## src/rtl/stream_byte_packer.sv

```systemverilog
// Packs a byte-wide sop/eop packet stream into DATA_WIDTH-wide words, first byte in the MSB lane.
// Optional STREAM_BYTE_PACKER_ERR_CNT_EN adds a saturating protocol-violation counter (err_count/err_clear).
module stream_byte_packer #(
    parameter  int DATA_WIDTH  = 32,
    localparam int EMPTY_WIDTH = $clog2(DATA_WIDTH/8)
) (
    input  logic                   clk,
    input  logic                   reset,
    input  logic                   in_valid,
    output logic                   in_ready,
    input  logic [7:0]             in_data,
    input  logic                   in_sop,
    input  logic                   in_eop,
    output logic                   out_valid,
    input  logic                   out_ready,
    output logic [DATA_WIDTH-1:0]  out_data,
    output logic                   out_sop,
    output logic                   out_eop,
    output logic [EMPTY_WIDTH-1:0] out_empty
`ifdef STREAM_BYTE_PACKER_ERR_CNT_EN
    ,
    output logic [15:0]            err_count,
    input  logic                   err_clear
`endif
);

    localparam int N = DATA_WIDTH / 8;

    typedef enum logic {IDLE, IN_PKT} state_t;

    state_t                 state_reg, state_next;
    logic [EMPTY_WIDTH-1:0] lane_reg, lane_next;
    logic                   sop_pending_reg, sop_pending_next;
    logic [DATA_WIDTH-1:0]  acc_reg, acc_next;

    logic                   out_valid_reg, out_valid_next;
    logic [DATA_WIDTH-1:0]  out_data_reg, out_data_next;
    logic                   out_sop_reg, out_sop_next;
    logic                   out_eop_reg, out_eop_next;
    logic [EMPTY_WIDTH-1:0] out_empty_reg, out_empty_next;

    logic                   accept;
    logic                   start;
    logic                   write;
    logic [EMPTY_WIDTH-1:0] lane_sel;
    logic                   complete;
    logic [DATA_WIDTH-1:0]  word;

    assign in_ready  = reset && (!out_valid_reg || out_ready);
    assign out_valid = out_valid_reg;
    assign out_data  = out_data_reg;
    assign out_sop   = out_sop_reg;
    assign out_eop   = out_eop_reg;
    assign out_empty = out_empty_reg;

    // Bytes with the wrong sop for the current state are dropped without touching packet state.
    assign accept   = in_valid && in_ready;
    assign start    = accept && (state_reg == IDLE) && in_sop;
    assign write    = accept && ((state_reg == IDLE) ? in_sop : !in_sop);
    assign lane_sel = (state_reg == IDLE) ? '0 : lane_reg;
    assign complete = write && (in_eop || (lane_sel == EMPTY_WIDTH'(N-1)));

    genvar gi;
    generate
        for (gi = 0; gi < N; gi++) begin : g_lane
            assign word[DATA_WIDTH-1-8*gi -: 8] =
                (write && (lane_sel == EMPTY_WIDTH'(gi))) ? in_data : acc_reg[DATA_WIDTH-1-8*gi -: 8];
        end
    endgenerate

    always_comb begin
        state_next       = state_reg;
        lane_next        = lane_reg;
        sop_pending_next = sop_pending_reg;
        acc_next         = acc_reg;
        out_valid_next   = out_valid_reg;
        out_data_next    = out_data_reg;
        out_sop_next     = out_sop_reg;
        out_eop_next     = out_eop_reg;
        out_empty_next   = out_empty_reg;

        if (out_valid_reg && out_ready) begin
            out_valid_next = 1'b0;
        end

        if (complete) begin
            // A new word overwrites the register on the same edge as a handshake, so no bubble.
            out_valid_next   = 1'b1;
            out_data_next    = word;
            out_sop_next     = start || sop_pending_reg;
            out_eop_next     = in_eop;
            out_empty_next   = in_eop ? (EMPTY_WIDTH'(N-1) - lane_sel) : '0;
            sop_pending_next = 1'b0;
            lane_next        = '0;
            acc_next         = '0;
            state_next       = in_eop ? IDLE : IN_PKT;
        end else if (write) begin
            acc_next   = word;
            lane_next  = lane_sel + EMPTY_WIDTH'(1);
            state_next = IN_PKT;
            if (start) begin
                sop_pending_next = 1'b1;
            end
        end
    end

    always_ff @(posedge clk or negedge reset) begin
        if (!reset) begin
            state_reg       <= IDLE;
            lane_reg        <= '0;
            sop_pending_reg <= 1'b0;
            acc_reg         <= '0;
            out_valid_reg   <= 1'b0;
            out_data_reg    <= '0;
            out_sop_reg     <= 1'b0;
            out_eop_reg     <= 1'b0;
            out_empty_reg   <= '0;
        end else begin
            state_reg       <= state_next;
            lane_reg        <= lane_next;
            sop_pending_reg <= sop_pending_next;
            acc_reg         <= acc_next;
            out_valid_reg   <= out_valid_next;
            out_data_reg    <= out_data_next;
            out_sop_reg     <= out_sop_next;
            out_eop_reg     <= out_eop_next;
            out_empty_reg   <= out_empty_next;
        end
    end

`ifdef STREAM_BYTE_PACKER_ERR_CNT_EN
    logic        err;
    logic [15:0] err_count_reg;

    assign err       = accept && !write;
    assign err_count = err_count_reg;

    // Clear has priority over a same-cycle violation; the count saturates instead of wrapping.
    always_ff @(posedge clk or negedge reset) begin
        if (!reset) begin
            err_count_reg <= '0;
        end else if (err_clear) begin
            err_count_reg <= '0;
        end else if (err && (err_count_reg != 16'hFFFF)) begin
            err_count_reg <= err_count_reg + 16'd1;
        end
    end
`endif

endmodule

```

## config.mk

```make
export PLATFORM = sky130hd
export DESIGN_NAME = stream_byte_packer
export DESIGN_NICKNAME = d
export VERILOG_FILES = /design/src/rtl/stream_byte_packer.sv
export SDC_FILE = /design/constraint.sdc
export NUM_CORES = 1
export LEC_CHECK = 0
export ABC_AREA = 1
export BUFFER_PORTS_ARGS = -buffer_cell sky130_fd_sc_hd__buf_2
export CORE_MARGIN = 1.5
export CORE_UTILIZATION = 56
export DETAILED_ROUTE_END_ITERATION = 8
export GPL_TIMING_DRIVEN = 0
export PLACE_DENSITY = 0.79
export SYNTH_ARGS = -nofsm -noshare
export SYNTH_HDL_FRONTEND = slang
export SYNTH_SLANG_ARGS = --single-unit
```

## constraint.sdc

```tcl
create_clock -name clk -period 2.1 [get_ports clk]
set_input_delay 0.21 -clock clk [delete_from_list [all_inputs] [get_ports clk]]
set_output_delay 0.21 -clock clk [all_outputs]
set_load 0.01 [all_outputs]
```

==> impl_results.md <==
- Status: finished, final reports clean
- First-pass GRT wire length: 12600 um
- Initial antenna violation count: 0
- Total CTS buffers: 9
- Syn Area/Cell: 8.15 um^2
- Fin crit share: 92.4%
- Simple-gate portion of the synthesized area: 34.0%
- Max-slew violations: 0
- Fill count: 473
- Worst-path clk slew: 0.07 ns
- Post-Syn Nets: 428
- Synthesis-stage register bit count: 73
- Setup Buffers After CTS: 0
- # clock sinks: 73
- Final setup viols: 0
- # rows: 27
- ANT cells: 0
- CP Capture Type: register
- Ys Warns: 0
- Worst rel slew slack: 72.5%
- Root buffer cell: clkbuf_8
- Worst skew pair latency: 0.35 ns
- Largest net degree at the start of global routing: 41
- Crit Path Max Fanout: 40
- Area Overhead vs Synth: 18.6%
- Crit path arrival time: 2.16 ns
- Commonest non-fill, non-tap cell in the layout: nand2_1
- Sequential-to-total area share from yosys stat: 54.7%
- Number of global-route vias before repair: 2719
- Total GRT Usage: 25.7%
- Hold slack: 0.144 ns
- Full die area: 6440 um^2
- Fin. Hold Viols: 0
- Fin area: 3960 um^2
- Pwr Density: 1340 nW/um^2
- Non-Filler Instances: 551
- Most frequent cells in the layout: 149 x nand2_1, 73 x dfrtp_1, 60 x buf_2
- Worst-margin pin slew: 0.412 ns
- Synth Area in Adders: 1.50%
- Share of cells above drive strength 1: 19.2%
- Min-delay worst type: in -> reg
- Initial DRC count: 231
- Mux cell area share after synthesis: 0%
- Inst Count DP: 534
- WL/cell: 13.4 um
- GRT Residual Overflow: 0
- # DRC: 0
- Clock Tree Buf Depth: 2
- Die Y: 80.3 um
- Req. time, crit path: 2.32 ns
- Die width: 80.3 um
- Vias/cell: 5.21
- Max cap viols: 0
- Area of the mapped netlist: 3340 um^2
- Xor/xnor share of the synthesized area: 0%
- Peak supply drop: 0.000787 V
- CTS tree: yes
- Vias: 2868
- Post-route ant nets: 0
- Nets: 493
- H-Tree Depth: 3
- Compound-Gate Fraction of Synth Area: 0.524%
- Crit Path Category: in -> reg
- Core area: 5640 um^2
- Post-DP HPWL: 5060 um
- Final worst path period need: 1.94 ns
- DR pass1 iterations: 5
- I/O Pins: 52
- Placed Instance Area: 3710 um^2
- Port Buf Inserts: 51
- Max Clk Rate: 516 MHz
- Clk_skew: 0.00971 ns
- Starting Density: 59.2%
- Cells after synthesis: 410
- Largest family of logic cells by synthesized area: simple AND/OR/NAND/NOR gates
- Yosys cell types: 20
- Critical Path Start Type: input pin
- Final WL: 7370 um
- Total Power: 5.31 mW
- Leakage: 2.36 nW
- Placer congestion estimate: 0.857
[critical path, stage by stage]
cell	delay [ns]
dlygate4sd3_1	0.54
buf_4	0.14
buf_12	0.22
nand2_2	0.13
nor2_8	0.18
nand2_4	0.11
nor2_4	0.12
buf_6	0.16
buf_2	0.24
nor2_1	0.08
[per-layer routing]
layer  vias up  track usage [%]  routed length, um
met5         -                0                  0
met4         0             12.4                181
met3        17             4.55                413
met2        90             39.5               3460
met1      1354             35.4               3320
li1       1407                -                  -
[cells in the mapped netlist, drive strengths merged]
| cell | n | area share, % |
|---|---|---|
| nand2 | 153 | 18 |
| dfrtp | 73 | 55 |
| inv | 51 | 5.7 |
| nand3 | 38 | 5.7 |
| nor2 | 36 | 4.8 |
| nand4 | 32 | 6.0 |
| buf | 16 | 3.1 |
| clkbuf | 4 | 0.49 |
| ha | 4 | 1.5 |
| a21oi | 1 | 0.15 |
| o21ai | 1 | 0.15 |
| o21bai | 1 | 0.22 |
[through the flow]
step / setup WS (ns) / TNS [ns] / util (%)
global route: -0.00934 / -0.00934 / 70.2
global placement: -0.696 / -47.00 / 65.4
floorplan: 0.350 / 0 / -
detailed placement: -0.0109 / -0.0495 / 65.8
CTS: 0.0631 / 0 / 70.1
finish: 0.161 / 0 / 70.2
[where the power goes]
group / internal (mW) / switching [mW]
sequential: 2.02 / 0.248
clock: 0.695 / 0.505
combinational: 0.688 / 1.16
total: 3.40 / 1.91
[worst paths after layout]
kind                         startpoint  cells after the start  slack [ns]            to
setup / recovery                  reset                     10        0.16   acc_reg[20]
hold / removal                out_ready                      4        0.14     out_valid
setup reg to reg              state_reg                     10        0.18   out_data[1]
hold reg to reg            out_data[19]                      2        0.47  out_data[19]
max in group asynchronous         reset                      3        1.49   acc_reg[17]
min in group asynchronous         reset                      3        0.38   out_data[7]
[logic make-up (layout without fill, tap and decap cells)]
group | Yosys count | count (layout)
DFF | 73 | 73
buffers and inverters | 71 | 140
and+or+nand+nor | 259 | 259
AOI/OAI and AO/OA | 3 | 3
adders and majority gates | 4 | 4
[timing repair]
action / 4_1_cts / 5_1_grt
setup endpoints to repair: 2 / 28
endpoints found under the hold margin: 34 / 0
hold buffers: 2 / 0
gates resized for setup: 1 / 3
[area by class of cell]
| class | count | area (um^2) | share of cell area (%) |
|---|---|---|---|
| multi-input combinational | 266 | 1210 | 30.6 |
| sequential | 73 | 1830 | 46.1 |
| timing repair buffer | 54 | 308 | 7.77 |
| tap | 72 | 90.1 | 2.27 |
| inverter | 51 | 191 | 4.83 |
| buffer | 20 | 123 | 3.09 |
| clock inverter | 3 | 65.1 | 1.64 |
| clock buffer | 12 | 145 | 3.66 |
Power figures use the tool's default switching activity.
